File: src/rtl/chunked_addsub.sv
// Multi-cycle two's complement adder/subtractor: one CHUNK-bit slice per clock,
// LSB slice first, with a registered slice carry and ZF/SF/OF/CF flags on completion.
module chunked_addsub #(
    parameter int unsigned WIDTH = 64,
    parameter int unsigned CHUNK = 16
) (
    input  logic             clk,
    input  logic             rst_n,
    input  logic             start,
    input  logic             op,
    input  logic [WIDTH-1:0] a,
    input  logic [WIDTH-1:0] b,
    output logic             busy,
    output logic             done,
    output logic [WIDTH-1:0] result,
    output logic [3:0]       cc
);

    localparam int unsigned NCHUNK = WIDTH / CHUNK;
    localparam int unsigned CW     = $clog2(NCHUNK + 1);

    typedef enum logic {IDLE, RUN} state_t;

    state_t           state_q, state_d;
    logic [CW-1:0]    cnt_q, cnt_d;
    logic [WIDTH-1:0] a_q, a_d;
    logic [WIDTH-1:0] b_q, b_d;
    logic [WIDTH-1:0] sum_q, sum_d;
    logic [WIDTH-1:0] result_q, result_d;
    logic [3:0]       cc_q, cc_d;
    logic             carry_q, carry_d;
    logic             zf_q, zf_d;
    logic             busy_q, busy_d;
    logic             done_q, done_d;

    logic [CHUNK-1:0] slice_a, slice_b;
    logic [CHUNK:0]   slice_sum;
    logic             last_slice;
    logic             carry_into_msb;

    always_comb begin
        slice_a = '0;
        slice_b = '0;
        for (int unsigned i = 0; i < NCHUNK; i++) begin
            if (cnt_q == CW'(i)) begin
                slice_a = a_q[i*CHUNK +: CHUNK];
                slice_b = b_q[i*CHUNK +: CHUNK];
            end
        end
        slice_sum      = {1'b0, slice_a} + {1'b0, slice_b} + {{CHUNK{1'b0}}, carry_q};
        last_slice     = (cnt_q == CW'(NCHUNK - 1));
        // Carry into the MSB is recovered from the MSB's own sum bit.
        carry_into_msb = slice_a[CHUNK-1] ^ slice_b[CHUNK-1] ^ slice_sum[CHUNK-1];
    end

    always_comb begin
        state_d  = state_q;
        cnt_d    = cnt_q;
        a_d      = a_q;
        b_d      = b_q;
        sum_d    = sum_q;
        result_d = result_q;
        cc_d     = cc_q;
        carry_d  = carry_q;
        zf_d     = zf_q;
        busy_d   = busy_q;
        done_d   = 1'b0;

        case (state_q)
            IDLE: begin
                if (start) begin
                    state_d = RUN;
                    busy_d  = 1'b1;
                    a_d     = a;
                    b_d     = op ? ~b : b;
                    carry_d = op;
                    cnt_d   = '0;
                    sum_d   = '0;
                    zf_d    = 1'b1;
                end
            end
            RUN: begin
                for (int unsigned i = 0; i < NCHUNK; i++) begin
                    if (cnt_q == CW'(i)) begin
                        sum_d[i*CHUNK +: CHUNK] = slice_sum[CHUNK-1:0];
                    end
                end
                carry_d = slice_sum[CHUNK];
                zf_d    = zf_q & (slice_sum[CHUNK-1:0] == '0);
                cnt_d   = cnt_q + CW'(1);
                if (last_slice) begin
                    state_d  = IDLE;
                    busy_d   = 1'b0;
                    done_d   = 1'b1;
                    result_d = sum_d;
                    cc_d     = {slice_sum[CHUNK],
                                carry_into_msb ^ slice_sum[CHUNK],
                                slice_sum[CHUNK-1],
                                zf_d};
                end
            end
            default: state_d = IDLE;
        endcase
    end

    always_ff @(posedge clk or negedge rst_n) begin
        if (!rst_n) begin
            state_q  <= IDLE;
            cnt_q    <= '0;
            a_q      <= '0;
            b_q      <= '0;
            sum_q    <= '0;
            result_q <= '0;
            cc_q     <= '0;
            carry_q  <= 1'b0;
            zf_q     <= 1'b0;
            busy_q   <= 1'b0;
            done_q   <= 1'b0;
        end else begin
            state_q  <= state_d;
            cnt_q    <= cnt_d;
            a_q      <= a_d;
            b_q      <= b_d;
            sum_q    <= sum_d;
            result_q <= result_d;
            cc_q     <= cc_d;
            carry_q  <= carry_d;
            zf_q     <= zf_d;
            busy_q   <= busy_d;
            done_q   <= done_d;
        end
    end

    assign busy   = busy_q;
    assign done   = done_q;
    assign result = result_q;
    assign cc     = cc_q;

endmodule

File: config.mk
export PLATFORM = sky130hd
export DESIGN_NAME = chunked_addsub
export DESIGN_NICKNAME = d
export VERILOG_FILES = /design/src/rtl/chunked_addsub.sv
export SDC_FILE = /design/constraint.sdc
export NUM_CORES = 1
export LEC_CHECK = 0
export CAP_MARGIN = 0
export CORE_MARGIN = 5
export CORE_UTILIZATION = 50
export DETAILED_ROUTE_END_ITERATION = 10
export PLACE_DENSITY = 0.87
export SLEW_MARGIN = 20
export SYNTH_ARGS = -nofsm -noshare
export SYNTH_HDL_FRONTEND = slang
export SYNTH_SLANG_ARGS = --single-unit
File: constraint.sdc
create_clock -name clk -period 6.2 [get_ports clk]
set_input_delay 0.62 -clock clk [delete_from_list [all_inputs] [get_ports clk]]
set_output_delay 0.62 -clock clk [all_outputs]
set_load 0.005 [all_outputs]
==> results.py <==
metrics = {
    "cts": {
        "clock_path_buffers": 3,
        "post-cts-setup-buffers": 0,
        "cts_hold_buffers": 0,
        "clock_latency_ps": 530,
        "htree_levels": 1,
        "root_buffer": "clkbuf_16",
        "clk_pin_slew_ps": 60,
        "numCtsBuffers": 26,
        "cts_tree": "done",
        "cts.sinks": 252,
        "post_cts_resize_count": 0,
    },
    "synthesis": {
        "syn_area_um2": 12300,
        "synth.net_count": 1527,
        "yosysSeqAreaShare_pct": 51.2,
        "synth_edf_count": 0,
        "yosysTopAreaCell": "dfrtp_1",
        "async_reset_ff_share_pct": 100,
        "postSynthCellCount": 1373,
        "ys_top_cells_by_area": "dfrtp_1 51%, nand2_1 14%, o21ai_0 8.1%",
        "syn_avg_cell_area_um2": 8.97,
        "netlist.area_leader.share_pct": 51.2,
        "yosys_warnings": 0,
        "synth_cell_types": 62,
        "ys_ff_latch": 252,
        "synth_ff_type": "dfrtp_1",
    },
    "timing": {
        "holdWs_ps": 69.8,
        "worst_slew_pin_slew_ps": 1040,
        "rsz0062_at_grt": "no",
        "fmax_mhz": 201,
        "setup_violations": 0,
        "min_period_ps": 4980,
        "tns_ps": 0,
        "finClkSkew_ps": 10.5,
        "report.final.slew_viol_count": 0,
        "maxSlewHeadroom_pct": 30.6,
        "period_share_pct": 80.3,
        "hold_viol": 0,
    },
    "setup_path": {
        "crit_family": "simple AND/OR/NAND/NOR gates",
        "critPathLaunch": "cnt_q[1]$_DFFE_PN0P_",
        "critPathKind": "flop to flop",
        "setup.worst_path.end_class": "flop",
        "path_cells": "inv_1 > ha_1 > nand2_1 > nor2_2 > buf_4 > a221oi_1 > nor3_1 > a21oi_1 > fa_1 > fa_1 > or2b_1 > a21oi_1 > xnor2_1 > or4b_4 > a2111oi_4 > nand4bb_1 > o31ai_2",
        "r2r-end": "zf_q$_DFFE_PN0P_",
        "cp_num_buf_inv": 2,
        "cpMaxStageDelayCell": "or4b_4",
        "crit_path_max_fanout": 32,
        "critPathRequiredTime_ps": 6640,
        "worstSetupStartpointType": "flop",
        "crit_arrival_ps": 5420,
        "critPathMaxStageDelay_ps": 530,
        "cp.depth": 17,
        "worst_r2r_path_depth": 17,
        "endpoint": "zf_q$_DFFE_PN0P_",
        "timing.rr.start": "cnt_q[1]$_DFFE_PN0P_",
        "reg2reg_slack_ps": 1220,
    },
    "cells_and_area": {
        "utilization_pct": 63.2,
        "fin_area_um2": 15400,
        "syn2layout_area_growth_pct": 24.8,
        "fillers": 1887,
        "drive_gt1_share_pct": 6.14,
        "nets": 1668,
        "diodes": 0,
    },
    "global_routing": {
        "grt_max_degree": 158,
        "use_met1_pct": 33.5,
        "grt_pass1_vias": 10200,
        "use_met3_pct": 4.10,
        "grt_antenna_before_repair": 0,
        "globalRouteOverflowTotal": 0,
        "grt_pass1_wl_mm": 53.7,
        "use_met2_pct": 36.4,
        "busiest_layer": "met2",
        "grt_usage_pct": 23.2,
    },
    "detailed_routing": {
        "wl_per_cell_um": 17.9,
        "firstDrtPassIters": 5,
        "viasPerCell": 5.66,
        "wl_mm": 33.3,
        "drc_errors": 0,
        "drt_iter0_markers": 1098,
        "vias": 10500,
        "postRouteAntennaNets": 0,
    },
    "run_status": {
        "outcome": "complete, no violations",
    },
    "place": {
        "io_buffers": 201,
        "place_area_um2": 14500,
        "hpwl_mm": 22.8,
        "gp_congestion": 0.890,
    },
    "hold_path": {
        "worstHoldPathType": "primary input to asynchronous set/reset pin",
    },
    "power_and_ir_drop": {
        "p_leak_uw": 0.00684,
        "irDropWorstVdd_mv": 0.343,
        "powerDensity_nw_per_um2": 596,
    },
    "flow_run": {
        "drv_cap": 0,
    },
    "die": {
        "die_x_um": 167,
        "io_pins": 202,
        "die_area_um2": 27900,
        "core.rowCount": 57,
        "core_area_um2": 24300,
        "start_util_pct": 50.7,
        "die_y_um": 167,
    },
}
worst register-to-register path: stages, from the launching register on:
cell	delay [ps]
dfrtp_1	400
inv_1	120
ha_1	180
nand2_1	350
nor2_2	200
buf_4	370
a221oi_1	150
nor3_1	180
a21oi_1	80
fa_1	520
fa_1	490
or2b_1	270
a21oi_1	160
xnor2_1	210
or4b_4	530
a2111oi_4	280
nand4bb_1	180
o31ai_2	200
area by class of cell:
type / count / area [um2] / area share [%]
flip-flops and latches: 252 / 6310 / 41.0
multi-input cells: 1009 / 5630 / 36.6
repair buffers: 215 / 2130 / 13.9
clock buffers: 38 / 767 / 4.99
well taps: 324 / 405 / 2.64
clock inverters: 8 / 96.3 / 0.627
inverters: 10 / 37.5 / 0.244
stage by stage:
step | std cells | setup WS, ps | power [uW]
2_1_floorplan | 1373 | 1820 | 5800
3_3_place_gp | 1810 | 1410 | 7330
3_5_place_dp | 1810 | 1280 | 7510
4_1_cts | 1856 | 1260 | 9130
5_1_grt | 1856 | 852 | 9810
6_report | 1856 | 1220 | 9160
cells in the final DEF (no fill, tap or decap), types with 6 or more instances in the layout:
cell and count:
a31oi_1 8, mux2_2 17, nand3_1 7, buf_4 14, a21oi_1 21, a221o_1 31
a21o_1 8, nor2_1 30, dfrtp_1 252, o21ai_0 200, o22ai_1 21, ha_1 19
nor3_1 8, xnor2_1 69, clkbuf_16 27, clkbuf_1 6, mux2i_1 22, o211ai_1 6
nand2_1 455, inv_1 9, clkdlybuf4s50_1 199
where the power goes:
| part | switching [uW] | internal (uW) |
|---|---|---|
| Combinational | 2950 | 1860 |
| Clock | 631 | 937 |
| Sequential | 423 | 2350 |
kinds of logic (layout without fill, tap and decap cells):
kind of cell	count (synthesis)	count (layout)	synth area share, %
simple gates	537	537	17.5
compound gates	338	338	17.0
flops	252	252	51.2
buf+inv	112	271	3.41
xor+xnor	73	73	5.25
mux	39	39	3.34
fa+ha+maj	22	22	2.36
state kept, by name (all words and copies together), names as in the netlist:
| register | count |
|---|---|
| busy | 1 |
| cnt_q | 3 |
| state_q | 1 |
| done | 1 |
| result | 64 |
| zf_q | 1 |
| carry_q | 1 |
| a_q | 64 |
| cc | 4 |
| sum_q | 48 |
| b_q | 64 |
cell usage after synthesis (4+ instances only):
| library cell | count |
|---|---|
| a21o_1 | 8 |
| and3_1 | 4 |
| dfrtp_1 | 252 |
| a31oi_1 | 8 |
| nor3_1 | 8 |
| o22ai_1 | 21 |
| o21a_1 | 4 |
| xnor2_1 | 69 |
| a221oi_1 | 5 |
| mux2_2 | 17 |
| inv_1 | 10 |
| nand2_1 | 457 |
| nor2_1 | 32 |
| nor2b_1 | 7 |
| mux2i_1 | 22 |
| ha_1 | 20 |
| a221o_1 | 31 |
| nand3_1 | 7 |
| buf_1 | 9 |
| clkbuf_1 | 93 |
| a21oi_1 | 21 |
| o21ai_0 | 200 |
| o211ai_1 | 6 |
per-layer routing:
metal  part of all wire, %  vias up
li1                      -     4924
met1                    42     4961
met2                    46      534
met3                   9.1       85
met4                   3.0        0
met5                     0        -
worst min-delay path by stage:
stage | startpoint | endpoint | slack (ps) | cells past startpoint
CTS | rst_n | result[26]$_DFFE_PN0P_ | 130 | 1
finish | rst_n | result[24]$_DFFE_PN0P_ | 70 | 1
floorplan | rst_n | a_q[0]$_DFFE_PN0P_ | 320 | 0
detailed placement | a_q[47]$_DFFE_PN0P_ | a_q[47]$_DFFE_PN0P_ | 460 | 2
global route | rst_n | result[24]$_DFFE_PN0P_ | 140 | 1
global placement | a_q[39]$_DFFE_PN0P_ | a_q[39]$_DFFE_PN0P_ | 450 | 2
Note: power is estimated with default switching activity, not from simulation.
